**src/rtl/uart_rx.sv**
```systemverilog
// ----------------------------------------------------------------------------
// uart_rx
//
// 8N1 UART receiver, LSB first. The asynchronous serial line is brought into
// the i_clk domain through a two-flop synchroniser. The start bit is
// re-checked half a bit after its falling edge. Each data bit and the stop
// bit are then sampled one full bit period apart, which lands them at
// mid-bit. A completed byte is presented on a valid/ready handshake. Framing
// errors and overruns are reported as single-cycle pulses. The receiver
// never back-pressures the line.
//
// Ports:
//   i_clk        system clock, all logic on its rising edge
//   i_rst        asynchronous, active-low reset
//   i_rx         serial line (asynchronous, idle high)
//   i_ready      consumer can take o_data this cycle
//   o_data       received byte, stable while o_valid is high
//   o_valid      o_data holds an unconsumed byte
//   o_frame_err  one-cycle pulse: stop bit sampled low, byte discarded
//   o_overrun    one-cycle pulse: good byte dropped, output still occupied
// ----------------------------------------------------------------------------
module uart_rx #(
    parameter int input_clk_hz = 1_000_000,
    parameter int baud_rate    = 9600
) (
    input  logic       i_clk,
    input  logic       i_rst,
    input  logic       i_rx,
    input  logic       i_ready,
    output logic [7:0] o_data,
    output logic       o_valid,
    output logic       o_frame_err,
    output logic       o_overrun
);

    localparam int CLKS_PER_BIT = (input_clk_hz + baud_rate / 2) / baud_rate;
    localparam int HALF_BIT     = CLKS_PER_BIT / 2;
    localparam int CNT_W        = $clog2(CLKS_PER_BIT);

    localparam logic [CNT_W-1:0] LAST_CNT = CNT_W'(CLKS_PER_BIT - 1);
    localparam logic [CNT_W-1:0] MID_CNT  = CNT_W'(HALF_BIT - 1);
    localparam logic [CNT_W-1:0] CNT_ONE  = CNT_W'(1);

    // With fewer than four clocks per bit there is no meaningful mid-bit
    // sample point once the synchroniser delay is accounted for.
    generate
        if (CLKS_PER_BIT < 4) begin : g_bad_cfg
            $error("uart_rx: CLKS_PER_BIT must be at least 4");
        end
    endgenerate

    typedef enum logic [1:0] {
        S_IDLE,
        S_START,
        S_DATA,
        S_STOP
    } state_t;

    state_t           r_state,     w_state;
    logic [CNT_W-1:0] r_clk_cnt,   w_clk_cnt;
    logic [2:0]       r_bit_idx,   w_bit_idx;
    logic [7:0]       r_shift,     w_shift;
    logic [7:0]       r_data,      w_data;
    logic             r_valid,     w_valid;
    logic             r_frame_err, w_frame_err;
    logic             r_overrun,   w_overrun;

    logic r_sync1;
    logic r_sync2;
    logic r_prev;
    logic w_rx_s;

    assign w_rx_s = r_sync2;

    // Synchroniser and edge-detect history reset high, so an idle line
    // coming out of reset never looks like a falling edge.
    always_ff @(posedge i_clk or negedge i_rst) begin
        if (!i_rst) begin
            r_sync1 <= 1'b1;
            r_sync2 <= 1'b1;
            r_prev  <= 1'b1;
        end else begin
            r_sync1 <= i_rx;
            r_sync2 <= r_sync1;
            r_prev  <= r_sync2;
        end
    end

    always_ff @(posedge i_clk or negedge i_rst) begin
        if (!i_rst) begin
            r_state     <= S_IDLE;
            r_clk_cnt   <= '0;
            r_bit_idx   <= '0;
            r_shift     <= '0;
            r_data      <= '0;
            r_valid     <= 1'b0;
            r_frame_err <= 1'b0;
            r_overrun   <= 1'b0;
        end else begin
            r_state     <= w_state;
            r_clk_cnt   <= w_clk_cnt;
            r_bit_idx   <= w_bit_idx;
            r_shift     <= w_shift;
            r_data      <= w_data;
            r_valid     <= w_valid;
            r_frame_err <= w_frame_err;
            r_overrun   <= w_overrun;
        end
    end

    always_comb begin
        w_state     = r_state;
        w_clk_cnt   = r_clk_cnt;
        w_bit_idx   = r_bit_idx;
        w_shift     = r_shift;
        w_data      = r_data;
        // A transfer this cycle empties the output; a newly completed byte
        // below may refill it on the same edge.
        w_valid     = r_valid & ~i_ready;
        w_frame_err = 1'b0;
        w_overrun   = 1'b0;

        unique case (r_state)
            S_IDLE: begin
                // Only a genuine high-to-low transition starts a frame, so a
                // line held low (break) does not retrigger.
                if (r_prev && !w_rx_s) begin
                    w_state   = S_START;
                    w_clk_cnt = '0;
                end
            end

            S_START: begin
                if (r_clk_cnt == MID_CNT) begin
                    w_clk_cnt = '0;
                    if (!w_rx_s) begin
                        w_state   = S_DATA;
                        w_bit_idx = '0;
                    end else begin
                        w_state = S_IDLE;
                    end
                end else begin
                    w_clk_cnt = r_clk_cnt + CNT_ONE;
                end
            end

            S_DATA: begin
                if (r_clk_cnt == LAST_CNT) begin
                    // Shift right with the new bit at the MSB: after eight
                    // samples the first (LSB) bit has arrived at bit 0.
                    w_shift   = {w_rx_s, r_shift[7:1]};
                    w_clk_cnt = '0;
                    w_bit_idx = r_bit_idx + 3'd1;
                    if (r_bit_idx == 3'd7) begin
                        w_state = S_STOP;
                    end
                end else begin
                    w_clk_cnt = r_clk_cnt + CNT_ONE;
                end
            end

            S_STOP: begin
                if (r_clk_cnt == LAST_CNT) begin
                    w_clk_cnt = '0;
                    w_state   = S_IDLE;
                    if (!w_rx_s) begin
                        w_frame_err = 1'b1;
                    end else if (!r_valid || i_ready) begin
                        w_data  = r_shift;
                        w_valid = 1'b1;
                    end else begin
                        w_overrun = 1'b1;
                    end
                end else begin
                    w_clk_cnt = r_clk_cnt + CNT_ONE;
                end
            end

            default: begin
                w_state   = S_IDLE;
                w_clk_cnt = '0;
            end
        endcase
    end

    assign o_data      = r_data;
    assign o_valid     = r_valid;
    assign o_frame_err = r_frame_err;
    assign o_overrun   = r_overrun;

endmodule
```
**config.mk**
```make
export PLATFORM = sky130hd
export DESIGN_NAME = uart_rx
export DESIGN_NICKNAME = d
export VERILOG_FILES = /design/src/rtl/uart_rx.sv
export SDC_FILE = /design/constraint.sdc
export NUM_CORES = 1
export LEC_CHECK = 0
export CAP_MARGIN = 20
export CORE_MARGIN = 5
export CORE_UTILIZATION = 40
export CTS_BUF_LIST = sky130_fd_sc_hd__clkbuf_8
export CTS_CLUSTER_DIAMETER = 120
export DETAILED_ROUTE_END_ITERATION = 10
export PLACE_DENSITY = 0.73
export RECOVER_POWER = 100
export SLEW_MARGIN = 25
export SYNTH_ARGS = -nofsm -noshare
export SYNTH_HDL_FRONTEND = slang
export SYNTH_SLANG_ARGS = --single-unit
```
**constraint.sdc**
```tcl
create_clock -name i_clk -period 1.6 [get_ports i_clk]
set_clock_uncertainty 0.05 [all_clocks]
set_input_delay 0.32 -clock i_clk [delete_from_list [all_inputs] [get_ports i_clk]]
set_output_delay 0.32 -clock i_clk [all_outputs]
set_load 0.03 [all_outputs]
```
==> flow_summary_export.csv <==
group,metric,value,unit
outcome,outcome,"complete, but fails checks",
outcome,violations,"negative setup slack",
timing,drv_slew,0,
place,dpl_worst_slack,-0.0717,ns
place,hpwl,2090,um
global_routing,grt_overflow,0,
clock_network,clockRootBuffer,"clkbuf_8",
flow_run,maxCapViolCount,0,
critical_path,cp.depth,4,
critical_path,cp.required,1.72,ns
pwr,total_power,2.65,mW
logic_synthesis,yosysSeqAreaShare,0.564,
logic_synthesis,syn_area_per_cell,12.4,um^2
critical_path,ff2ff_setup_slack,-0.04,ns
worst_hold_path,min_path_cells,0,
global_routing,grt_pass1_vias,1145,
logic_synthesis,syn_nets,129,
clock_network,cts_tree,"yes",
global_routing,antenna_found_initial,0,
floorplanning,initial_core_util,0.414,
clock_network,cts.sinks,34,
floorplanning,core_region_area,3660,um^2
pwr,leakage,1.02,nW
clock_network,clockBufferDepth,2,
pwr,irDropWorstVdd,0.661,mV
critical_path,cp_max_fo,10,
cells_and_area,fin_cells,211,
logic_synthesis,synthFlopType,"dfrtp_1",
place,gp_congestion,0.745,
logic_synthesis,ys_ff_latch,34,
floorplanning,io-pin-count,15,
cells_and_area,finalNetCount,169,
critical_path,critical-path-top-delay-family,"simple AND/OR/NAND/NOR gates",
logic_synthesis,synth_top_area_cell,"dfrtp_1",
global_routing,grt_max_degree,35,
drt,routed-wl-met3,116,um
timing,min_period_over_period,1.02,
timing,hold_viol,0,
timing,fmax,611,MHz
critical_path,worstRegToRegCells,4,
logic_synthesis,synth-xor-area-share,0.00579,
drt,firstDrtPassIters,5,
clock_network,cts_max_level,2,
cells_and_area,area_growth,33.8,%
timing,tightestPinTransition,0.834,ns
clock_network,path_clk_slew,0.07,ns
logic_synthesis,synth_top_area_share,0.512,
place,portBuffers,14,
drt,postRouteAntennaNets,0,
floorplanning,die_h,71.5,um
drt,drt-met1-wl,1330,um
logic_synthesis,synth_edf_count,0,
logic_synthesis,synthSimpleGateAreaFrac,0.169,
drt,vias,1083,
floorplanning,num_rows,22,
logic_synthesis,synth_compound_area_frac,0.0843,
timing,setup_ws,-0.0364,ns
drt,viasPerCell,5.13,
drt,routedWlPerCell,14.7,um
drt,wl_met2,1630,um
timing,max_slew_margin,0.444,
cells_and_area,drive_above_1_share,0.380,
worst_hold_path,hold_class,"reg2reg",
logic_synthesis,ys.warnings.count,0,
critical_path,path_cells,"and4bb_2 -> nor4b_4 -> buf_12 -> mux2_4",
timing,finalSetupViolations,9,
logic_synthesis,syn-cell-area,1510,um^2
timing,tns,-0.276,ns
clock_network,ctsHoldBuffers,0,
floorplanning,die_w,71.5,um
logic_synthesis,synthArstFlopShare,1.00,
cells_and_area,n_antenna_cell,0,
logic_synthesis,synth_most_common_cell,"dfrtp_1",
drt,route.detailed.drc,0,
critical_path,crit_slowest_cell,"dfrtp_1",
pwr,powerDensity,1310,nW/um^2
global_routing,grt_usage,0.131,
place,dp.cells,200,
timing,final.min_clock_period,1.64,ns
logic_synthesis,yosys-top-cells-area,"dfrtp_1 (51%), mux2_2 (13%), dfstp_2 (5.2%)",
logic_synthesis,synth_top_family_by_area,"simple AND/OR/NAND/NOR gates",
timing,grt_setup_unrepaired,"yes",
logic_synthesis,synthTopCellsByCount,"dfrtp_1 (31), mux2_2 (18), nand2_1 (14), nor2_1 (6), o21ai_0 (6)",
logic_synthesis,synthMuxAreaShare,0.134,
global_routing,grt_pass1_wl,5290,um
critical_path,worstPathArrival,1.76,ns
timing,hold-worst-slack,0.314,ns
drt,drt_iter0_drc,80,
drt,highest_layer,"met4",
logic_synthesis,syn_inst,122,
critical_path,crit_buf_inv,1,
drt,drt-total-wl,3110,um
critical_path,crit_type,"reg2reg",
logic_synthesis,yosysUniqueCellTypes,30,
floorplanning,die_area,5120,um^2
clock_network,insertion_delay,0.28,ns
logic_synthesis,synthAdderAreaFrac,0.0248,
critical_path,max_stage_delay,0.38,ns
critical_path,end_kind,"register",
critical_path,crit_path_start_kind,"register",
clock_network,numCtsBuffers,5,
==> worst paths after layout <==
| path | startpoint | end |
|---|---|---|
| max in group asynchronous | i_rst | o_valid |
| worst min register to register | r_sync1 | r_sync2 |
| worst max-delay path | r_clk_cnt[4] | r_shift[3] |
| worst min-delay path | r_sync1 | r_sync2 |
| min in group asynchronous | i_rst | r_bit_idx[0] |
| worst max register to register | r_clk_cnt[4] | r_shift[3] |
==> area by class of cell <==
cell class | instances | area [um^2]
multi-input cells | 83 | 688
clock buffers | 6 | 82.6
clock inverters | 2 | 33.8
fillers | 312 | 1640
inverters | 3 | 11.3
repair buffers | 35 | 295
flip-flops and latches | 34 | 855
well taps | 48 | 60.1
==> what timing repair did <==
| item | in CTS | in global routing |
|---|---|---|
| gates resized for setup | 14 | 6 |
| pin swaps | 0 | 1 |
| endpoints found under the setup margin | 28 | 21 |
| setup buffers | 3 | 0 |
==> per-stage QoR <==
step,util,instance area [um^2]
floorplan,-,1550
global placement,0.516,1890
detailed placement,0.516,1890
CTS,0.554,2030
global route,0.553,2030
finish,0.553,2030
==> flip-flops by register name, summed over array words and instances, names as in the netlist, named ones only <==
name,cells
r_sync1,1
r_shift,8
o_data,8
o_overrun,1
r_prev,1
o_valid,1
r_sync2,1
r_clk_cnt,7
o_frame_err,1
r_state,1
r_bit_idx,3
==> per-layer routing <==
layer,global-route usage,vias to the layer above
met5,0,-
met4,0.0438,0
met3,0.0351,4
met2,0.224,20
met1,0.160,542
li1,-,517
==> where the power goes <==
group,internal (mW),switching [mW]
clock network,0.501,0.299
registers,0.962,0.0714
logic,0.413,0.399
==> logic make-up (layout without fill, tap and decap cells) <==
family / after synthesis / count (layout)
compound gates: 20 / 20
xor+xnor: 1 / 1
fa+ha+maj: 3 / 3
buf+inv: 5 / 46
flops: 34 / 34
mux: 18 / 18
simple gates: 41 / 41
==> worst register-to-register path, cell delays in order (launching register included) <==
cell and delay, ns:
dfrtp_1 0.38, and4bb_2 0.34, nor4b_4 0.26, buf_12 0.19
mux2_4 0.31
==> cells in the final DEF, fill, tap and decap left out, types with 2 or more instances in the layout <==
cell | netlist | routed
dfrtp_1 | 31 | 31
buf_4 | 1 | 17
nand2_1 | 14 | 14
dlygate4sd2_1 | 0 | 11
mux2_2 | 18 | 10
mux2_4 | 0 | 8
clkbuf_8 | 0 | 6
nand3_1 | 5 | 5
nor2_1 | 6 | 5
o21ai_0 | 6 | 5
inv_1 | 3 | 4
a21oi_1 | 4 | 3
nor3_1 | 3 | 3
and4bb_2 | 2 | 2
nand2b_1 | 2 | 2
o211ai_1 | 2 | 2
and2_2 | 3 | 2
o22ai_1 | 2 | 2
a22o_1 | 2 | 2
ha_1 | 3 | 2
dlygate4sd3_1 | 0 | 2
clkbuf_2 | 0 | 2
dfstp_2 | 3 | 2
No activity file was read; power rests on OpenSTA's default activity.
